==> config.mk <==
export PLATFORM = sky130hd
export DESIGN_NAME = wts_envelope_generator_flat
export DESIGN_NICKNAME = d
export VERILOG_FILES = /design/src/rtl/wts_envelope_generator_if.sv /design/src/rtl/wts_envelope_generator.sv /design/src/flat_wrapper.sv
export SDC_FILE = /design/constraint.sdc
export NUM_CORES = 1
export LEC_CHECK = 0
export CAP_MARGIN = 20
export CELL_PAD_IN_SITES_DETAIL_PLACEMENT = 1
export CELL_PAD_IN_SITES_GLOBAL_PLACEMENT = 1
export CORE_AREA = 2 2 119 121
export DETAILED_ROUTE_END_ITERATION = 7
export DIE_AREA = 0 0 121 123
export GPL_ROUTABILITY_DRIVEN = 0
export MAX_ROUTING_LAYER = met4
export PLACE_DENSITY_LB_ADDON = 0.15
export SETUP_SLACK_MARGIN = 0.5
export SLEW_MARGIN = 20
export SYNTH_ARGS = -nofsm -noshare
export SYNTH_HDL_FRONTEND = slang
export SYNTH_SLANG_ARGS = --single-unit
==> constraint.sdc <==
create_clock -name clk -period 5.2 [get_ports clk]
set_input_delay 0.78 -clock clk [delete_from_list [all_inputs] [get_ports clk]]
set_output_delay 0.78 -clock clk [all_outputs]
set_load 0.05 [all_outputs]
==> src/rtl/wts_envelope_generator_if.sv <==
// Channel-side bundle for the ADSR envelope generator: key pulses, rate/level registers, level outputs.
// master = channel control / register file side, slave = envelope generator.
interface wts_envelope_generator_if;
    logic        tick;
    logic        key_on;
    logic        key_release;
    logic        key_off;
    logic [15:0] reg_ar;
    logic [15:0] reg_dr;
    logic [15:0] reg_sr;
    logic [15:0] reg_rr;
    logic [7:0]  reg_sl;
    logic [7:0]  envelope;
    logic [2:0]  env_state;
    logic        env_active;

    modport master (
        output tick, key_on, key_release, key_off,
        output reg_ar, reg_dr, reg_sr, reg_rr, reg_sl,
        input  envelope, env_state, env_active
    );

    modport slave (
        input  tick, key_on, key_release, key_off,
        input  reg_ar, reg_dr, reg_sr, reg_rr, reg_sl,
        output envelope, env_state, env_active
    );
endinterface

==> src/rtl/wts_envelope_generator.sv <==
// Per-channel ADSR envelope: 20-bit level accumulator stepped on tick, key pulses retarget the phase.
// Latency: outputs registered, valid one clk after the key/tick edge.
// No backpressure: key pulses and ticks are consumed the cycle they arrive.
module wts_envelope_generator #(
    parameter int ACC_W = 20
) (
    input  logic                      clk,
    input  logic                      nreset,
    wts_envelope_generator_if.slave   env
);
    typedef enum logic [2:0] {
        ST_IDLE    = 3'd0,
        ST_ATTACK  = 3'd1,
        ST_DECAY   = 3'd2,
        ST_SUSTAIN = 3'd3,
        ST_RELEASE = 3'd4
    } state_t;

    localparam logic [ACC_W-1:0] ACC_MAX = '1;

    state_t             state_q, state_d;
    logic [ACC_W-1:0]   acc_q, acc_d;
    logic               active_q;

    logic [ACC_W-1:0]   rate;
    logic [ACC_W-1:0]   sus_lvl;
    logic [ACC_W:0]     sum;
    logic [ACC_W:0]     diff;
    logic               key_evt;

    assign key_evt = env.key_off | env.key_on | env.key_release;
    assign sus_lvl = {env.reg_sl, {(ACC_W-8){1'b0}}};

    always_comb begin
        rate = '0;
        case (state_q)
            ST_ATTACK:  rate = {{(ACC_W-16){1'b0}}, env.reg_ar};
            ST_DECAY:   rate = {{(ACC_W-16){1'b0}}, env.reg_dr};
            ST_SUSTAIN: rate = {{(ACC_W-16){1'b0}}, env.reg_sr};
            ST_RELEASE: rate = {{(ACC_W-16){1'b0}}, env.reg_rr};
            default:    rate = '0;
        endcase
    end

    // Bit ACC_W of sum is the overflow, of diff the borrow.
    assign sum  = {1'b0, acc_q} + {1'b0, rate};
    assign diff = {1'b0, acc_q} - {1'b0, rate};

    always_comb begin
        state_d = state_q;
        acc_d   = acc_q;
        if (env.key_off) begin
            state_d = ST_IDLE;
            acc_d   = '0;
        end else if (env.key_on) begin
            state_d = ST_ATTACK;
        end else if (env.key_release) begin
            if (state_q == ST_ATTACK || state_q == ST_DECAY || state_q == ST_SUSTAIN)
                state_d = ST_RELEASE;
        end else if (env.tick && !key_evt) begin
            case (state_q)
                ST_ATTACK: begin
                    if (sum[ACC_W]) begin
                        acc_d   = ACC_MAX;
                        state_d = ST_DECAY;
                    end else begin
                        acc_d = sum[ACC_W-1:0];
                    end
                end
                ST_DECAY: begin
                    // A zero rate still lands on sustain once acc is already at/below the target.
                    if (diff[ACC_W] || diff[ACC_W-1:0] <= sus_lvl) begin
                        acc_d   = sus_lvl;
                        state_d = ST_SUSTAIN;
                    end else begin
                        acc_d = diff[ACC_W-1:0];
                    end
                end
                ST_SUSTAIN: begin
                    acc_d = diff[ACC_W] ? '0 : diff[ACC_W-1:0];
                end
                ST_RELEASE: begin
                    // Zero release rate parks the level, even at 0.
                    if (rate != '0) begin
                        if (diff[ACC_W] || diff[ACC_W-1:0] == '0) begin
                            acc_d   = '0;
                            state_d = ST_IDLE;
                        end else begin
                            acc_d = diff[ACC_W-1:0];
                        end
                    end
                end
                default: begin
                    acc_d   = acc_q;
                    state_d = state_q;
                end
            endcase
        end
    end

    always_ff @(posedge clk or negedge nreset) begin
        if (!nreset) begin
            state_q  <= ST_IDLE;
            acc_q    <= '0;
            active_q <= 1'b0;
        end else begin
            state_q  <= state_d;
            acc_q    <= acc_d;
            active_q <= (state_d != ST_IDLE);
        end
    end

    assign env.envelope   = acc_q[ACC_W-1 -: 8];
    assign env.env_state  = state_q;
    assign env.env_active = active_q;
endmodule
==> src/flat_wrapper.sv <==
// flat-port wrapper written by rule: the top's interface ports become plain ports
module wts_envelope_generator_flat 
#(
    parameter int ACC_W = 20
)
  (clk, nreset, env_tick, env_key_on, env_key_release, env_key_off, env_reg_ar, env_reg_dr, env_reg_sr, env_reg_rr, env_reg_sl, env_envelope, env_env_state, env_env_active);
  wts_envelope_generator_if env_i ();
  input  logic clk;
  input  logic nreset;
  input wire logic [$bits(env_i.tick)-1:0] env_tick;
  input wire logic [$bits(env_i.key_on)-1:0] env_key_on;
  input wire logic [$bits(env_i.key_release)-1:0] env_key_release;
  input wire logic [$bits(env_i.key_off)-1:0] env_key_off;
  input wire logic [$bits(env_i.reg_ar)-1:0] env_reg_ar;
  input wire logic [$bits(env_i.reg_dr)-1:0] env_reg_dr;
  input wire logic [$bits(env_i.reg_sr)-1:0] env_reg_sr;
  input wire logic [$bits(env_i.reg_rr)-1:0] env_reg_rr;
  input wire logic [$bits(env_i.reg_sl)-1:0] env_reg_sl;
  output wire logic [$bits(env_i.envelope)-1:0] env_envelope;
  output wire logic [$bits(env_i.env_state)-1:0] env_env_state;
  output wire logic [$bits(env_i.env_active)-1:0] env_env_active;
  assign env_i.tick = env_tick;
  assign env_i.key_on = env_key_on;
  assign env_i.key_release = env_key_release;
  assign env_i.key_off = env_key_off;
  assign env_i.reg_ar = env_reg_ar;
  assign env_i.reg_dr = env_reg_dr;
  assign env_i.reg_sr = env_reg_sr;
  assign env_i.reg_rr = env_reg_rr;
  assign env_i.reg_sl = env_reg_sl;
  assign env_envelope = env_i.envelope;
  assign env_env_state = env_i.env_state;
  assign env_env_active = env_i.env_active;
  wts_envelope_generator #(.ACC_W(ACC_W)) u_core (.clk(clk), .nreset(nreset), .env(env_i));
endmodule
==> flow_summary.yaml <==
place:
  portBuffers: 89
  place_inst: 989
  dp_hpwl_microns: 17800
  placed_cell_area_sq_um: 6400
  dpl_worst_slack_ns: -0.554
layout:
  fin_nets: 988
  layout_common_cells: "buf_4, clkdlybuf4s50_1, inv_1, nor2_1, a21oi_1"
  antenna_cells: 0
  drive_gt1_share_pct: 36.7
  final_cell_area_sq_um: 7850
  syn2layout_area_growth_pct: 68.0
  final_common_cell: "buf_4"
  fin_cells: 1047
  fin_util_pct: 57.7
worst_setup_path:
  crit_type: "in2reg"
  crit_fanout: 5
  crit_path_end_kind: "register"
  worstPathArrival_ns: 5.27
  required_ns: 5.31
  cp-start-kind: "input port"
timing:
  setup_viol: 0
  period_minus_slack_ns: 5.16
  fmax_mhz: 194
  report.final.slew_viol_count: 0
  min_period_over_period_pct: 99.3
  finalHoldViolations: 0
  rsz0062_at_grt: "yes"
  fin_skew_ns: 0.00514
  tightest_slew_ns: 0.949
  timing.max_slew.rel_slack_pct: 36.1
  setup_ws_ns: 0.0388
grt:
  grt_pass1_wl_microns: 36400
  grt_max_degree: 31
  grt_antenna_before_repair: 0
  overflow: 0
  first_global_vias: 6678
  grt_util_all_layers_pct: 32.0
power_and_ir_drop:
  p_per_area_nw_per_um2: 166
  p_leak_nw: 3.48
  ir_drop_uv: 111
synthesis:
  ys_seq_area_share_pct: 12.9
  ys_types: 79
  netlist_area_sq_um: 4670
  synthArstFlopShare_pct: 100
  synth_ff_type: "dfrtp_1"
  ys_seq_elements: 24
  syn-num-nets: 783
  synth_edf_count: 0
  syn_inst: 663
  yosys_warnings: 0
  avgSynthCellArea_sq_um: 7.05
route:
  viasPerCell: 6.30
  drt_wl_total_microns: 26300
  ant_nets: 0
  drc_errors: 0
  drt_iter0_drc: 515
  routedWlPerCell_microns: 25.1
  vias: 6600
  dr.pass1.iters: 5
floorplan:
  dieWidth_microns: 121
  io_pins: 90
  die-area_sq_um: 14900
  die_height_microns: 123
  start_util_pct: 34.3
  coreArea_sq_um: 13600
  row_count: 43
cts:
  cts_buffer_depth: 2
  cts_buffers: 3
  clk_pin_slew_ns: 0.07
  cts_tree: "built"
  clkLatencyLatePin_ns: 0.27
  htree_levels: 1
  clock-sinks: 24
  root_buffer: "clkbuf_16"
job:
  maxCapViolCount: 0
outcome:
  outcome: "complete, no violations"
hold_path:
  holdCritPathClass: "reg2reg"
[power breakdown]
part | total, mW | internal, mW | switching, mW
Combinational | 0.869 | 0.407 | 0.462
Sequential | 0.202 | 0.192 | 0.00982
Clock | 0.235 | 0.154 | 0.0809
Total | 1.31 | 0.753 | 0.553
[routing by layer]
metal,GRT usage [%],part of all wire [%]
met1,38.6,39
met2,54.1,49
met3,5.21,7.9
met4,11.5,3.6
met5,-,0
[what timing repair did]
item | in CTS | in global routing
endpoints found under the setup margin | 22 | 22
hold endpoints to repair | 0 | 0
hold buffers | 0 | 0
gates resized for setup | 105 | 96
buffers inserted | 33 | 21
gates cloned | 0 | 0
pin swaps | 50 | 57
[synth_stat cells, drive strengths merged (5+ instances only)]
library cell   n  share of area [%]
inv           51                4.1
or2            6               0.80
a221o          6                1.3
buf           24                3.2
a2111oi        5                1.5
a211oi         9                1.4
or3            7               0.94
nor4           7               0.94
a31oi         10                1.3
mux2i          6                1.3
o22ai          8                1.1
a22oi         16                2.6
a221oi         5               0.94
a22o          10                1.9
o31ai         11                1.8
nor3          21                2.2
nor2b          6               0.80
dfrtp         24                 13
a21o          10                1.6
nand4         17                2.3
nand2b        11                1.5
nor2          62                5.0
o21ai         36                3.9
ha            40                 11
nand2         52                4.2
a21oi         61                6.9
xnor2         14                2.6
o221ai         7                1.3
clkbuf        23                1.8
nand3         23                2.5
[worst paths after layout]
kind	depth (start not counted)	end	slack [ns]	from
max reg2reg	24	u_core.acc_q[17]	0.05	u_core.env.env_state[1]
min in group asynchronous	2	u_core.acc_q[5]	0.90	nreset
max in group asynchronous	2	u_core.env.env_state[1]	3.98	nreset
min reg2reg	2	u_core.acc_q[3]	0.61	u_core.acc_q[3]
min	2	u_core.acc_q[3]	0.61	u_core.acc_q[3]
max	23	u_core.acc_q[17]	0.04	env_reg_dr[4]
[layout make-up]
cell class / instances / area [sq um]
sequential: 24 / 607
inverter: 51 / 194
clock inverter: 1 / 30.0
tap: 180 / 225
timing repair buffer: 247 / 2150
fill: 1634 / 5760
clock buffer: 3 / 75.1
multi-input combinational: 541 / 4570
[critical path, stage by stage]
cell	delay, ns
clkdlybuf4s50_1	0.44
a22oi_2	0.21
nor2_1	0.07
a31oi_1	0.22
buf_4	0.19
ha_4	0.23
o211a_1	0.14
o21a_2	0.17
o21ai_4	0.20
nand2b_4	0.08
a31oi_4	0.23
xnor2_2	0.13
ha_1	0.36
nand2b_4	0.07
a21oi_4	0.16
o221ai_4	0.12
a21oi_4	0.22
nor2_4	0.05
or3_4	0.36
buf_6	0.13
nor2_4	0.14
a211oi_2	0.09
a2111oi_1	0.46
[stage by stage]
stage,hold WS (ns),power (mW),TNS (ns)
finish,0.611,1.31,0
global route,0.638,1.35,0
CTS,0.574,1.16,0
detailed placement,0.523,0.819,-7.91
global placement,0.513,0.800,-6.30
floorplan,0.484,0.524,0
[kinds of logic after synthesis]
kind of cell,synth area share (%)
mux,2.25
fa+ha+maj,11.6
buf+inv,9.13
flops,12.9
simple gates,25.0
compound gates,36.4
xor+xnor,2.81
[sequential cells by signal (all words and copies together) (netlist names)]
signal,count
u_core.env.env_active,1
u_core.acc_q,20
u_core.env.env_state,3
No activity file was read; power rests on OpenSTA's default activity.
